--- config.mk ---
export PLATFORM = sky130hd
export DESIGN_NAME = debounce_edge
export DESIGN_NICKNAME = d
export VERILOG_FILES = /design/src/rtl/debounce_pkg.sv /design/src/rtl/sync_2ff.sv /design/src/rtl/debounce_edge.sv
export SDC_FILE = /design/constraint.sdc
export NUM_CORES = 1
export LEC_CHECK = 0
export BUFFER_PORTS_ARGS = -buffer_cell sky130_fd_sc_hd__buf_4
export CAP_MARGIN = 20
export CORE_ASPECT_RATIO = 1.5
export CORE_UTILIZATION = 30
export DETAILED_ROUTE_END_ITERATION = 16
export GPL_TIMING_DRIVEN = 0
export PLACE_DENSITY_LB_ADDON = 0.12
export RECOVER_POWER = 100
export SLEW_MARGIN = 0
export SYNTH_ARGS = -nofsm -noshare
export SYNTH_HDL_FRONTEND = slang
export SYNTH_SLANG_ARGS = --single-unit
--- constraint.sdc ---
create_clock -name clk -period 1.73 [get_ports clk]
set_input_delay 0.2595 -clock clk [delete_from_list [all_inputs] [get_ports clk]]
set_output_delay 0.2595 -clock clk [all_outputs]
set_load 0.005 [all_outputs]
--- src/rtl/debounce_pkg.sv ---
// Shared types and constants for the debounce / edge-detect front end.
package debounce_pkg;

   // Bit 0 = level being waited for / held, encoding keeps busy = ^state.
   typedef enum logic [1:0] {
      IDLE_LO = 2'b00,
      WAIT_HI = 2'b01,
      IDLE_HI = 2'b11,
      WAIT_LO = 2'b10
   } db_state_t;

   localparam int SYNC_STAGES = 2;

endpackage

--- src/rtl/sync_2ff.sv ---
// Plain two-flop level synchroniser; no filtering, reused for any async input.
module sync_2ff
   import debounce_pkg::*;
#(
   parameter logic RESET_LEVEL = 1'b0
) (
   input  logic clk,
   input  logic reset,
   input  logic d,
   output logic q
);

   logic [SYNC_STAGES-1:0] sr;

   always_ff @(posedge clk or posedge reset) begin
      if (reset) sr <= {SYNC_STAGES{RESET_LEVEL}};
      else       sr <= {sr[SYNC_STAGES-2:0], d};
   end

   assign q = sr[SYNC_STAGES-1];

endmodule

--- src/rtl/debounce_edge.sv ---
// Synchronise + stable-time debounce of a raw level, with rise/fall pulses.
// Optional push-on/push-off latch on toggle_q when DEBOUNCE_TOGGLE_EN is defined.
module debounce_edge
   import debounce_pkg::*;
#(
   parameter int   CNT_W         = 4,
   parameter int   STABLE_CYCLES = 10,
   parameter logic RESET_LEVEL   = 1'b0
) (
   input  logic clk,
   input  logic reset,
   input  logic d_in,
   output logic d_db,
   output logic rise,
   output logic fall,
   output logic busy,
   output logic toggle_q
);

   if (STABLE_CYCLES < 1 || STABLE_CYCLES > (2 ** CNT_W)) begin : g_bad_stable
      $error("debounce_edge: STABLE_CYCLES out of range 1..2**CNT_W");
   end

   localparam logic [CNT_W-1:0] CNT_LAST    = CNT_W'(STABLE_CYCLES - 1);
   localparam db_state_t        RESET_STATE = RESET_LEVEL ? IDLE_HI : IDLE_LO;

   logic             d_s;
   db_state_t        state, state_nxt;
   logic [CNT_W-1:0] cnt, cnt_nxt;
   logic             db_nxt, rise_nxt, fall_nxt, busy_nxt;

   sync_2ff #(.RESET_LEVEL(RESET_LEVEL)) u_sync (
      .clk   (clk),
      .reset (reset),
      .d     (d_in),
      .q     (d_s)
   );

   always_ff @(posedge clk or posedge reset) begin
      if (reset) begin
         state <= RESET_STATE;
         cnt   <= '0;
         d_db  <= RESET_LEVEL;
         rise  <= 1'b0;
         fall  <= 1'b0;
         busy  <= 1'b0;
      end else begin
         state <= state_nxt;
         cnt   <= cnt_nxt;
         d_db  <= db_nxt;
         rise  <= rise_nxt;
         fall  <= fall_nxt;
         busy  <= busy_nxt;
      end
   end

   always_comb begin
      state_nxt = state;
      cnt_nxt   = cnt;
      db_nxt    = d_db;
      rise_nxt  = 1'b0;
      fall_nxt  = 1'b0;
      case (state)
         IDLE_LO: begin
            if (d_s) begin
               state_nxt = WAIT_HI;
               cnt_nxt   = '0;
            end
         end
         WAIT_HI: begin
            if (!d_s) begin
               state_nxt = IDLE_LO;
               cnt_nxt   = '0;
            end else if (cnt == CNT_LAST) begin
               state_nxt = IDLE_HI;
               cnt_nxt   = '0;
               db_nxt    = 1'b1;
               rise_nxt  = 1'b1;
            end else begin
               cnt_nxt = cnt + CNT_W'(1);
            end
         end
         IDLE_HI: begin
            if (!d_s) begin
               state_nxt = WAIT_LO;
               cnt_nxt   = '0;
            end
         end
         WAIT_LO: begin
            if (d_s) begin
               state_nxt = IDLE_HI;
               cnt_nxt   = '0;
            end else if (cnt == CNT_LAST) begin
               state_nxt = IDLE_LO;
               cnt_nxt   = '0;
               db_nxt    = 1'b0;
               fall_nxt  = 1'b1;
            end else begin
               cnt_nxt = cnt + CNT_W'(1);
            end
         end
         default: begin
            state_nxt = RESET_STATE;
            cnt_nxt   = '0;
         end
      endcase
      busy_nxt = (state_nxt == WAIT_HI) || (state_nxt == WAIT_LO);
   end

`ifdef DEBOUNCE_TOGGLE_EN
   always_ff @(posedge clk or posedge reset) begin
      if (reset)         toggle_q <= 1'b0;
      else if (rise_nxt) toggle_q <= ~toggle_q;
   end
`else
   assign toggle_q = 1'b0;
`endif

endmodule

Yosys cells after proc, flatten, opt, wreduce, memory -nomap -nowiden
Cells that the tools add are included.
{ "totals": {"latch_bits": 0, "ff_bits": 12, "inputBits": 3, "elab_cells": 48, "mem_bits_ro": 0, "mem_bits_rw": 0, "mem_count": 0, "out_inout_bits": 5} }
{ "op_classes": {"mux": 23, "n_eq_ne": 12, "multipliers": 0, "reduce_logical": 5, "shifts": 0, "n_bitwise": 0, "add_sub_neg": 1, "n_div": 0, "n_lt_le_gt_ge": 0} }
{ "ops": {"columns": ["cell", "n"], "rows": [
  ["$mux W4", 5],
  ["$pmux W4 S4", 1],
  ["$mux W2", 6],
  ["$mux W1", 9],
  ["$ne A2 B2 Y1 const B", 4],
  ["$pmux W2 S4", 1],
  ["$eq A2 B2 Y1 const B", 3],
  ["$reduce_and A5 Y1", 1],
  ["$add A4 B1 Y4 const B", 1],
  ["$eq A2 B1 Y1 const B", 2],
  ["$eq A4 B4 Y1 const B", 1],
  ["$ne A2 B1 Y1 const B", 2],
  ["$logic_not A2 Y1", 1],
  ["$pmux W1 S2", 1],
  ["$reduce_and A2 Y1", 1],
  ["$reduce_bool A2 Y1", 1],
  ["$logic_or A1 B1 Y1", 1]
]} }

Depth between registers and ports, before layout
{ "logic_depth": {"depth_word": 6, "ltp_mapped": 6, "depth_no_buf": 6} }

Cells and area by module
A second synthesis with hierarchy kept.
{ "hier_totals": {"cells_unflattened": 69, "area_unflattened_um2": 709.4} }
{ "modules_own_cells": {"columns": ["module", "cells_per_inst", "seq_area_each_um2", "instances", "area_each_um2"], "rows": [
  ["debounce_edge", 66, 250.2, 1, 655.6],
  ["sync_2ff", 3, 50.0, 1, 53.8]
]} }

Least setup slack after synthesis
OpenSTA, ideal clock, no wires.
{ "synth_timing": {"path_type": "flip-flop to flip-flop", "from": "reg state[1]", "to": "reg cnt[3]", "setup_time_ns": 0.124, "path_stages_with_launch": 7, "path_buffers": 0, "synth_period_minus_slack_ns": 1.575, "arrival_ns": 1.451, "slack_ns": 0.155, "required_time_ns": 1.606, "cell_sequence": "dfrtp_1 inv_1 ha_1 mux2_1 nand3_2 nor4_1 a211o_1"} }
{ "synth_via": {"elab_chain_cells": 3, "word_cells_on_any_way": 8, "classes_between": "eq/ne (5); mux (1); reduce/logical (2)"} }
{ "synth_lines": {"columns": ["item", "line", "source"], "rows": [
  ["start: declaration", "debounce_edge.sv:28", "db_state_t state, state_nxt;"],
  ["start signal: assignment", "debounce_edge.sv:48", "state <= state_nxt;"],
  ["$eq A2 B2 Y1 or $logic_not A2 Y1 (tied branches)", "debounce_edge.sv:63", "case (state)"],
  ["$ne A2 B2 Y1 (no line) or $ne A2 B1 Y1 (tied branches)", null, null],
  ["$reduce_and A2 Y1 (no line)", null, null],
  ["end signal: assignment", "debounce_edge.sv:49", "cnt <= cnt_nxt;"],
  ["end: declaration", "debounce_edge.sv:29", "logic [CNT_W-1:0] cnt, cnt_nxt;"]
]} }
Parallel ways exist; a longest one is shown, timed or not.
A chain may end at the register's enable or synchronous reset.

Final worst setup path
Ends and elaborated chain as after synthesis.

==> key figures <==
Final layout
  • Ratio of cells with drive above 1 in the final layout: 27.16%
  • Nets@finish: 92
  • N_diodes: 0
  • Area delta synth->final: 19.11%

Setup path
  • Critical setup path kind: reg -> reg
  • Startpoint Class: flip-flop
  • Reg2Reg Setup Slack: 80 ps
  • CP Data Required Time: 1950 ps
  • WP data arrival: 1860 ps
  • CP Max Fanout: 8
  • Slowest cell on crit path: dfrtp_1
  • CP cell instances: buf_4, ha_1, mux2_2, nor4_1, a211o_1
  • CP delay by family, top: flip-flops
  • CP peak stage delay: about 420 ps
  • Critical path endpoint category: flip-flop
  • Buf+Inv Stages, Crit Path: 1

Floorplanning
  • # rows: 21
  • # IOs: 8
  • Die Wd: just over 40 um
  • Die height: 61.19 um
  • Die area: 0.002537 mm2
  • Initial Utilization: 31.75%
  • Core area: 0.002207 mm2

GRT
  • First-pass GRT wire length: about 2.2 mm
  • Initial antenna violation count: 0
  • Vias in the first global route: 511
  • Largest net degree at the start of global routing: 13
  • Total GRT Usage: 11.57%
  • Grt total ovfl: 0

Placed design
  • Routability cong.: 0.7253
  • Post-Place Setup Slack: -12.48 ps
  • Post-DP HPWL: approximately 940 um
  • Port-buffer cells: 6

Timing
  • Setup violations, final: 0
  • Fin crit share: 95.17%
  • RSZ-0062 raised after global routing: no
  • Slew Limit Fails: 0
  • Hold slack: -6.992 ps
  • Tmin final: 1646 ps
  • Final worst setup slack: 83.65 ps
  • Final Hold Viols: 12
  • Setup Skew: ~1.8 ps
  • Fmax: approximately 0.61 GHz

Pwr
  • Design Power: 874.3 uW
  • PD cells: between 1000 and 1500 mW/mm2
  • Largest vdd supply drop: roughly 0.65 mV
  • LEAKAGE: ~0.00045 uW

Clock tree
  • Clk slew on worst S/H paths: 80 ps
  • Total CTS buffers: 3
  • CTS tree: built
  • H-tree levels: 1
  • CTS Sinks: 12
  • Root buffer cell: clkbuf_4
  • Clock Latency Late Sink: 270 ps
  • Max clock buf depth: 2

Min path
  • Hold crit path type: in -> async

Synthesis
  • Top-area cell type share of the netlist area: 42.86%
  • Synth Warn #: 0
  • Sequential fraction of the synthesis area: 42.86%
  • Synth Flop Type: dfrtp_1
  • EDFF count, synth: 0
  • Synth Cell Area: 700.7 um2
  • Dominant cells by area after synthesis: dfrtp_1, ha_1, inv_1, a21oi_1, o21ai_0
  • FF+latch count, synth: 12
  • Avg Cell Area, Syn: 10.30 um2
  • Post-synth ARST share: 100.0%
  • Syn_nets: between 70 and 80
  • Netlist cell types: 28
  • Yosys top cell by area: dfrtp_1
  • Synthesized instance count: 68

Routing
  • Via-per-instance ratio: 4.962
  • Pre-Repair DR Iteration Count: 3
  • Iter 0 DRT Violations: 9
  • Antenna Nets Post-Route: 0
  • Vias: 516
  • WL/cell: 12.15 um
  • DRT Wirelength: 1.264 mm
  • Number of remaining DRC errors: 0

Status
  • Status: complete, but fails checks
  • Failing checks: hold timing

Job
  • MaxCap Viol Count: 0
cell usage after synthesis (2+ instances only):
library cell / instances
a21o_1: 2
a21oi_1: 5
buf_4: 2
dfrtp_1: 12
ha_1: 7
inv_1: 8
nand2_1: 3
nor2_1: 4
nor4_1: 2
o21ai_0: 5
final cells by class:
| cell class | count | area (um2) |
|---|---|---|
| Fill cell | 256 | 1373 |
| Multi-Input combinational cell | 46 | 356.6 |
| Sequential cell | 12 | 300.3 |
| Timing Repair Buffer | 9 | 67.56 |
| Clock buffer | 4 | 36.28 |
| Inverter | 8 | 30.03 |
| Tap cell | 23 | 28.78 |
| Buffer | 2 | 15.01 |
cell usage in the layout (no fill, tap or decap), drive strengths merged, types with 2 or more instances in the layout:
cell and instances:
a21o 2, a21oi 5, buf 5, clkbuf 10, dfrtp 12, ha 7
inv 8, mux2 2, nand2 3, nand3 2, nor2 4, nor4 2
o21ai 5
metal layers:
metal / part of all wire, % / global-route usage [%] / wire length [um] / vias to the layer above
li1: - / - / - / 260
met1: 44 / 11.80 / 552 / 247
met2: 52 / 20.98 / 655 / 7
met3: 2.8 / 2.639 / 36 / 2
met4: 1.5 / 8.295 / 19 / 0
met5: 0 / 0 / 0 / -
cell families (layout without fill, tap and decap cells):
kind of cell	Yosys count	after routing	synth area share, %
buf+inv	10	23	6.428
simple gates	15	15	13.03
mux	2	2	3.749
flops	12	12	42.86
other cells	1	1	0.5352
compound gates	20	20	19.64
fa+ha+maj	7	7	12.50
xor+xnor	1	1	1.250
path summary, 6_finish.rpt:
path	startpoint	to	depth (start not counted)
min in group clk	d_in	u_sync.sr[0]	1
worst min register to register	u_sync.sr[0]	u_sync.sr[1]	0
worst max register to register	state[1]	cnt[3]	5
max in group asynchronous	reset	rise	2
worst min-delay path	reset	cnt[0]	2
worst max-delay path	state[1]	cnt[3]	5
state kept, by name (all words and copies together), names as in the netlist:
signal	cells
d_db	1
rise	1
cnt	4
state	2
fall	1
u_sync.sr	2
busy	1
where the power goes:
group / leakage, uW / internal [uW] / switching (uW)
Clock: 0.0000210 / 128 / 99.5
Sequential: 0.000153 / 317 / 30.9
Combinational: 0.000275 / 130 / 170
metrics by stage:
step | hold slack (ps) | std cells | instance area (um2) | utilization (%) | TNS (ps)
2_1_floorplan | 124.2 | 68 | 700.7 | - | 0
3_3_place_gp | 313.5 | 97 | 774.5 | 35.09 | 0
3_5_place_dp | 316.2 | 97 | 774.5 | 35.09 | -12.48
4_1_cts | 15.38 | 103 | 825.8 | 37.42 | 0
5_1_grt | 29.62 | 104 | 834.6 | 37.81 | 0
6_report | -6.992 | 104 | 834.6 | 37.81 | 0
what timing repair did:
item,4_1_cts,5_1_grt
endpoints found under the setup margin,1,1
resized for setup,0,2
hold buffers,0,0
pin swaps,0,0
buffers inserted,2,1
Power figures use the tool's default switching activity.
